## src/rtl/serial_subtractor_pkg.sv

```systemverilog
// rtl/serial_subtractor_pkg.sv - shared state encodings and width helper for serial_subtractor
package serial_subtractor_pkg;

  // Operation framing: wait for start, walk the bits, present the result for one cycle
  typedef enum logic [1:0] {
    ST_IDLE  = 2'd0,
    ST_SHIFT = 2'd1,
    ST_DONE  = 2'd2
  } state_t;

  // Ceiling log2, used to size the bit counter
  function automatic int clog2(input int value);
    int r;
    r = 0;
    while ((1 << r) < value) begin
      r = r + 1;
    end
    return r;
  endfunction

endpackage

```

## src/rtl/full_subtractor.sv

```systemverilog
// rtl/full_subtractor.sv - 1-bit full-subtractor cell
module full_subtractor (
  input  logic A,
  input  logic B,
  input  logic Bin,
  output logic diff,
  output logic borrow
);

  // Difference bit and borrow out of a single bit position
  always_comb begin
    diff   = A ^ B ^ Bin;
    borrow = (~A & B) | (~A & Bin) | (B & Bin);
  end

endmodule

```

## src/rtl/serial_subtractor.sv

```systemverilog
// rtl/serial_subtractor.sv - bit-serial D = A - B - Bin, LSB first, start/busy/done framed
module serial_subtractor #(
  parameter int WIDTH = 4
) (
  input  logic             clk,
  input  logic             rst,
  input  logic             start,
  input  logic [WIDTH-1:0] A,
  input  logic [WIDTH-1:0] B,
  input  logic             Bin,
  output logic             busy,
  output logic             done,
  output logic [WIDTH-1:0] D,
  output logic             Bout,
  output logic             ovf
);

  import serial_subtractor_pkg::*;

  // Counter only needs to reach WIDTH-1; the terminal bit is detected before any wrap
  localparam int CW = clog2(WIDTH);
  localparam logic [CW-1:0] LAST_BIT = CW'(WIDTH - 1);

  state_t           state;
  state_t           state_next;
  logic             accept;
  logic             last_bit;

  logic [WIDTH-1:0] a_sh;
  logic [WIDTH-1:0] b_sh;
  logic [WIDTH-1:0] res_sh;
  logic             bor;
  logic [CW-1:0]    cnt;
  logic             a_msb;
  logic             b_msb;

  logic             cell_diff;
  logic             cell_borrow;
  logic [WIDTH-1:0] res_next;

  // One shared cell works on the current LSB of each operand shift register
  full_subtractor u_cell (
    .A      (a_sh[0]),
    .B      (b_sh[0]),
    .Bin    (bor),
    .diff   (cell_diff),
    .borrow (cell_borrow)
  );

  assign res_next = {cell_diff, res_sh[WIDTH-1:1]};

  // State register
  always_ff @(posedge clk) begin
    if (rst) begin
      state <= ST_IDLE;
    end else begin
      state <= state_next;
    end
  end

  // Next-state and handshake outputs; DONE may accept a new start directly
  always_comb begin
    state_next = state;
    busy       = 1'b0;
    done       = 1'b0;
    accept     = 1'b0;
    last_bit   = 1'b0;
    case (state)
      ST_IDLE: begin
        if (start) begin
          accept     = 1'b1;
          state_next = ST_SHIFT;
        end
      end
      ST_SHIFT: begin
        busy = 1'b1;
        if (cnt == LAST_BIT) begin
          last_bit   = 1'b1;
          state_next = ST_DONE;
        end
      end
      ST_DONE: begin
        done = 1'b1;
        if (start) begin
          accept     = 1'b1;
          state_next = ST_SHIFT;
        end else begin
          state_next = ST_IDLE;
        end
      end
      default: begin
        state_next = ST_IDLE;
      end
    endcase
  end

  // Operand capture, bit-serial shifting and result/flag registration on the final bit
  always_ff @(posedge clk) begin
    if (rst) begin
      a_sh   <= '0;
      b_sh   <= '0;
      res_sh <= '0;
      bor    <= 1'b0;
      cnt    <= '0;
      a_msb  <= 1'b0;
      b_msb  <= 1'b0;
      D      <= '0;
      Bout   <= 1'b0;
      ovf    <= 1'b0;
    end else if (accept) begin
      a_sh   <= A;
      b_sh   <= B;
      bor    <= Bin;
      res_sh <= '0;
      cnt    <= '0;
      a_msb  <= A[WIDTH-1];
      b_msb  <= B[WIDTH-1];
    end else if (state == ST_SHIFT) begin
      a_sh   <= {1'b0, a_sh[WIDTH-1:1]};
      b_sh   <= {1'b0, b_sh[WIDTH-1:1]};
      res_sh <= res_next;
      bor    <= cell_borrow;
      cnt    <= cnt + CW'(1);
      if (last_bit) begin
        D    <= res_next;
        Bout <= cell_borrow;
        // Signed overflow only possible when operand signs differ and the result sign leaves A's
        ovf  <= (a_msb != b_msb) && (cell_diff != a_msb);
      end
    end
  end

endmodule
```

## config.mk

```make
export PLATFORM = sky130hd
export DESIGN_NAME = serial_subtractor
export DESIGN_NICKNAME = d
export VERILOG_FILES = /design/src/rtl/serial_subtractor_pkg.sv /design/src/rtl/full_subtractor.sv /design/src/rtl/serial_subtractor.sv
export SDC_FILE = /design/constraint.sdc
export NUM_CORES = 1
export LEC_CHECK = 0
export CAP_MARGIN = 5
export CORE_MARGIN = 10
export CORE_UTILIZATION = 44
export DETAILED_ROUTE_END_ITERATION = 8
export GPL_TIMING_DRIVEN = 1
export PLACE_DENSITY = 0.84
export SLEW_MARGIN = 20
export SYNTH_ARGS = -nofsm -noshare
export SYNTH_HDL_FRONTEND = slang
export SYNTH_SLANG_ARGS = --single-unit
```

## constraint.sdc

```tcl
create_clock -name clk -period 1.3 [get_ports clk]
set_input_delay 0.26 -clock clk [delete_from_list [all_inputs] [get_ports clk]]
set_output_delay 0.26 -clock clk [all_outputs]
set_load 0.01 [all_outputs]
```

==> impl_metrics.ini, run 1 <==
[synth]
yosys.area.top_type = dfxtp_1
synth_top_family_by_area = simple AND/OR/NAND/NOR gates
synth.yosys.seq_area_share = 0.484
syn-num-nets = 122
synth_compound_area_frac = 0.164
ys_types = 28
yosys.area_share.simple = 0.241
synthAdderAreaFrac = 0.0327
synth_ff_type = dfxtp_1
synthCells = 108
post-synth-top-count-cell = dfxtp_1
synthArstFlopShare = 0
yosys_warnings = 0
synth_edf_count = 0
syn_area_per_cell_um2 = 9.20
muxShareOfSynthArea = 0
synth.area.top_cells = dfxtp_1, a21oi_1, nand2_1
ys_ff_latch = 24
yosys.area_share.xor_xnor = 0.00882
synth_top_area_frac = 0.484
syn_area_um2 = 993
synth_common_cells = dfxtp_1, a21oi_1, nand2_1

[grt]
grt_pass1_wl_um = 3780
grt_overflow = 0
grt_max_degree = 21
grt_pass1_vias = 925
antenna_found_initial = 0
grt_use_total = 0.105

[min_path]
hp-class = reg -> reg
whs_path_depth = 2
worstHoldStart = D[0]
min_to = D[0]

[floorplan]
ios = 20
placeableCoreArea_mm2 = 0.00219
die_area_mm2 = 0.00456
die_x_um = 67.5
row_count = 17
die_h_um = 67.5
start_util = 0.453

[clock_tree]
cts_made_buffers = 3
cts_root_buffer = clkbuf_4
insertion_delay_ns = 0.31
ctsHoldBuffers = 0
cts_num_sinks = 24
clk_pin_slew_ns = 0.13
cts_tree = done
cts_buffer_depth = 2
htreeDepth = 1

[critical_path]
cp.arrival_ns = 1.63
cp-end-kind = flip-flop
crit_required_ns = 1.53
ff2ff_setup_slack_ns = -0.09
start_kind = flip-flop
cp_max_fo = 3
reg2reg_to = D[3]
path_class = reg -> reg
worstReg2RegStart = a_sh[0]
worstRegToRegCells = 5

[pwr]
p_leak_nw = 0.507
vdd.ir_drop.worst_uv = 786
powerDensity_mw_per_mm2 = 1090

[routing]
vias = 875
wirelength_um = 2290
wl_per_cell_um = 14.1
avgViaCountPerCell = 5.37
ant_nets = 0
remaining_drc_errors = 0
drtIter0Drc = 22
firstDrtPassIters = 4

[sta]
fin_skew_ns = 0.00222
max_freq_mhz = 717
max-slew-margin-rel = 0.850
fin_crit_sh = 1.07
final-max-slew-violation-count = 0
fin_crit_ns = 1.39
hold_viol_final = 0
rsz0062_at_grt = yes
setup_ws_ns = -0.0944
setup_violations = 3
tightest_slew_ns = 0.224

[cells_and_area]
nFillCells = 207
num_antenna_cells = 0
final_cells = 163
final_cell_area_mm2 = 0.00129
utilization = 0.589
layout-drive-gt1-share = 0.244
area_growth_pct = 29.8
nets = 151

[place]
post-dp-hpwl_um = 1690
dpl.cell_count = 158
place_congestion = 0.789
placed_area_mm2 = 0.00124
portBuffers = 19

[status]
outcome = finished with violations
failed_checks = negative setup slack

[run]
drv_cap = 0
## cell families after synthesis
kind of cell	count (synthesis)
simple gates	45
compound gates	26
flops	24
buf+inv	10
fa+ha+maj	2
xor+xnor	1
## cells in the final DEF, fill, tap and decap left out
master           synthesis  layout
a211oi_2                 1       1
a21oi_1                 16      16
a22oi_1                  3       3
a311oi_2                 1       1
and2b_1                  1       1
and3b_1                  1       1
buf_2                    5       1
buf_4                    0      12
buf_6                    2       2
clkbuf_4                 0       3
clkdlybuf4s50_1          0      11
dfxtp_1                 24      19
dfxtp_2                  0       4
dfxtp_4                  0       1
dlygate4sd2_1            0       6
fa_2                     0       1
ha_1                     1       1
inv_2                    1       2
nand2_1                 14      14
nand2b_1                 1       1
nand2b_4                 1       2
nand3_1                  9       9
nand3b_1                 1       1
nor2_1                   4       4
nor2b_1                  1       1
nor3_1                   8       8
nor3_2                   2       2
nor3b_2                  0       1
o21a_1                   1       1
o22ai_1                  4       4
xnor2_1                  1       1
## critical path, cell delays in order, from the launching register on
cell,delay (ns)
dfxtp_2,0.35
inv_2,0.04
fa_2,0.47
buf_4,0.16
buf_6,0.11
a311oi_2,0.19
## metal layers
metal,part of all wire,vias to the layer above,GRT usage,wire [um]
met5,0,-,0,0
met4,0.0083,0,0.0282,19
met3,0.041,2,0.0248,93
met2,0.54,20,0.209,1250
met1,0.41,421,0.103,933
li1,-,432,-,-
## worst max-delay path by stage
| stage | slack (ns) | start | to | cells after the start |
|---|---|---|---|---|
| final | -0.09 | a_sh[0] | D[3] | 5 |
| after detailed placement | -0.10 | start | a_sh[0] | 5 |
| after global routing | -0.16 | a_sh[0] | ovf | 5 |
| after floorplan | -0.03 | a_sh[0] | ovf | 5 |
| after global placement | -0.07 | start | a_sh[3] | 5 |
| after CTS | -0.11 | a_sh[0] | ovf | 5 |
## metrics by stage
stage	hold WS [ns]	TNS (ns)	setup slack [ns]	total power, mW
2_1_floorplan	0.419	-0.0253	-0.0253	0.965
3_3_place_gp	0.444	-0.605	-0.0661	1.04
3_5_place_dp	0.447	-1.02	-0.103	1.06
4_1_cts	0.462	-0.225	-0.111	1.38
5_1_grt	0.494	-0.411	-0.157	1.47
6_report	0.468	-0.211	-0.0944	1.41
## report_power, final
group	switching, mW	leakage [nW]	internal [mW]
Clock	0.221	0.0138	0.108
Combinational	0.130	0.296	0.149
Sequential	0.0260	0.198	0.773
Total	0.378	0.507	1.03
## final cells by class
cell class / instances / area [um2] / share of cell area
flip-flops and latches: 24 / 489 / 0.379
inverters: 2 / 7.51 / 0.00582
repair buffers: 32 / 280 / 0.217
clock buffers: 3 / 22.5 / 0.0175
well taps: 28 / 35.0 / 0.0272
multi-input cells: 74 / 455 / 0.353
## registers in the layout, summed over array words and instances, names as in the netlist
register	count
res_sh	3
bor	1
Bout	1
state	2
ovf	1
a_msb	1
a_sh	4
D	4
b_msb	1
b_sh	4
cnt	2
## what timing repair did
item | 4_1_cts | 5_1_grt
pin swaps | 1 | 0
setup buffers | 1 | 1
setup endpoints to repair | 11 | 5
gates resized for setup | 14 | 10
No activity file was read; power rests on OpenSTA's default activity.
==> run 2, diff against run 1 <==
--- a/config.mk
+++ b/config.mk
@@ -6,11 +6,13 @@
 export NUM_CORES = 1
 export LEC_CHECK = 0
 export CAP_MARGIN = 5
+export CELL_PAD_IN_SITES_DETAIL_PLACEMENT = 1
+export CELL_PAD_IN_SITES_GLOBAL_PLACEMENT = 1
 export CORE_MARGIN = 10
-export CORE_UTILIZATION = 44
+export CORE_UTILIZATION = 33
 export DETAILED_ROUTE_END_ITERATION = 8
 export GPL_TIMING_DRIVEN = 1
-export PLACE_DENSITY = 0.84
+export PLACE_DENSITY = 0.83
 export SLEW_MARGIN = 20
 export SYNTH_ARGS = -nofsm -noshare
 export SYNTH_HDL_FRONTEND = slang
==> impl_metrics.ini, run 2 (synthesized netlist as in run 1, its figures left out) <==
[critical_path]
crit_required_ns = 1.54
cp.arrival_ns = 1.59
cp_max_fo = 3
ff2ff_setup_slack_ns = -0.05
path_class = reg -> reg
cp-end-kind = flip-flop
start_kind = flip-flop

[pwr]
powerDensity_mw_per_mm2 = 1090
clockPowerShare = 0.228
switchingPower_mw = 0.363
internal_power_mw = 1.02
p_leak_nw = 0.491
combPwrFrac = 0.192
power.share.sequential = 0.579
vdd.ir_drop.worst_uv = 462
p_sw_frac = 0.263

[grt]
grt_pass1_wl_um = 4260
antenna_found_initial = 0
grt_pass1_vias = 931
grt_overflow = 0
grt_max_degree = 21
grt_use_total = 0.0982

[sta]
hold_viol_final = 0
tightest_slew_ns = 0.259
fin_crit_ns = 1.35
whs_ns = 0.468
max-slew-margin-rel = 0.827
final-max-slew-violation-count = 0
rsz0062_at_grt = yes
fin_crit_sh = 1.04
setup_ws_ns = -0.0502
max_freq_mhz = 741
fin_skew_ns = 0.00379
setup_violations = 1

[floorplan]
die_x_um = 74.9
row_count = 19
die_h_um = 74.9
die_area_mm2 = 0.00560
start_util = 0.351
ios = 20
placeableCoreArea_mm2 = 0.00283

[routing]
wl_per_cell_um = 15.5
remaining_drc_errors = 0
wirelength_um = 2530
ant_nets = 0
vias = 867
drtIter0Drc = 43
avgViaCountPerCell = 5.32
firstDrtPassIters = 4

[clock_tree]
cts_tree = done
htreeDepth = 1
clk_pin_slew_ns = 0.12
insertion_delay_ns = 0.31
cts_num_sinks = 24
ctsHoldBuffers = 0
cts_root_buffer = clkbuf_4
cts_buffer_depth = 2
cts_made_buffers = 3

[run]
drv_cap = 0

[place]
placed_area_mm2 = 0.00123
dpl.cell_count = 159
portBuffers = 19
place_congestion = 0.768
post-dp-hpwl_um = 1960

[cells_and_area]
layout-drive-gt1-share = 0.220
num_antenna_cells = 0
area_growth_pct = 27.0
final_common_cell = dfxtp_1
top_regs = D: 4 flops, a_sh: 4 flops, b_sh: 4 flops
layout.cells.most_common_list = dfxtp_1, a21oi_1, nand2_1, clkdlybuf4s50_1, nand3_1
final_cell_area_mm2 = 0.00126
nets = 148
final_cells = 163

[status]
outcome = finished with violations
failed_checks = negative setup slack

[min_path]
hp-class = reg -> reg
run 2: cell types whose count changed in the layout (fill, tap and decap cells not counted):
cell / delta
nor3b_1: +1
dfxtp_4: -1
nor3b_2: -1
buf_2: +1
dfxtp_2: +1
buf_4: -4
run 2: worst paths after layout:
path,from,to,depth (start not counted)
worst max register to register,bor,ovf,4
worst min register to register,Bout,Bout,2
worst max-delay path,bor,ovf,4
worst min-delay path,Bout,Bout,2
run 2: per-layer routing:
layer	up-vias	share of wire	track usage
li1	428	-	-
met1	413	0.43	0.101
met2	20	0.51	0.180
met3	6	0.042	0.0302
met4	0	0.013	0.0420
met5	-	0	0
run 2: critical path: stages, from the launching register on:
cell and delay (ns):
dfxtp_2 0.35, fa_2 0.61, and3b_1 0.16, nor3_1 0.04, nor3_1 0.12
run 2: area by class of cell:
type,count,area (um2)
clock buffer,3,22.5
tap,31,38.8
sequential,24,487
inverter,2,7.51
timing repair buffer,29,255
multi-input combinational,74,450
fill,333,1570
run 2: power groups by stage:
stage	sequential, mW	clock, mW	combinational [mW]
CTS	0.799	0.328	0.269
finish	0.800	0.315	0.266
detailed placement	0.813	0	0.252
global route	0.805	0.374	0.294
floorplan	0.807	0	0.159
global placement	0.809	0	0.239
run 2: through the flow:
stage / setup slack, ns / setup TNS, ns / util / power, mW
finish: -0.0502 / -0.0502 / 0.446 / 1.38
global route: -0.127 / -0.223 / 0.446 / 1.47
CTS: -0.0818 / -0.163 / 0.444 / 1.40
detailed placement: -0.143 / -1.62 / 0.434 / 1.06
global placement: -0.114 / -1.10 / 0.434 / 1.05
floorplan: -0.0253 / -0.0253 / - / 0.965
run 2: timing repair:
action / 4_1_cts / 5_1_grt
cloned: 0 / 0
endpoints found under the setup margin: 11 / 5
setup buffers: 1 / 0
resized for setup: 18 / 4
pin swaps: 2 / 0
==> run 3, diff against run 2 <==
--- a/config.mk
+++ b/config.mk
@@ -11,7 +11,6 @@
 export CORE_MARGIN = 10
 export CORE_UTILIZATION = 33
 export DETAILED_ROUTE_END_ITERATION = 8
-export GPL_TIMING_DRIVEN = 1
 export PLACE_DENSITY = 0.83
 export SLEW_MARGIN = 20
 export SYNTH_ARGS = -nofsm -noshare
==> results of run 3 <==
The final DEF is identical to that of run 2; final timing and power are the same.
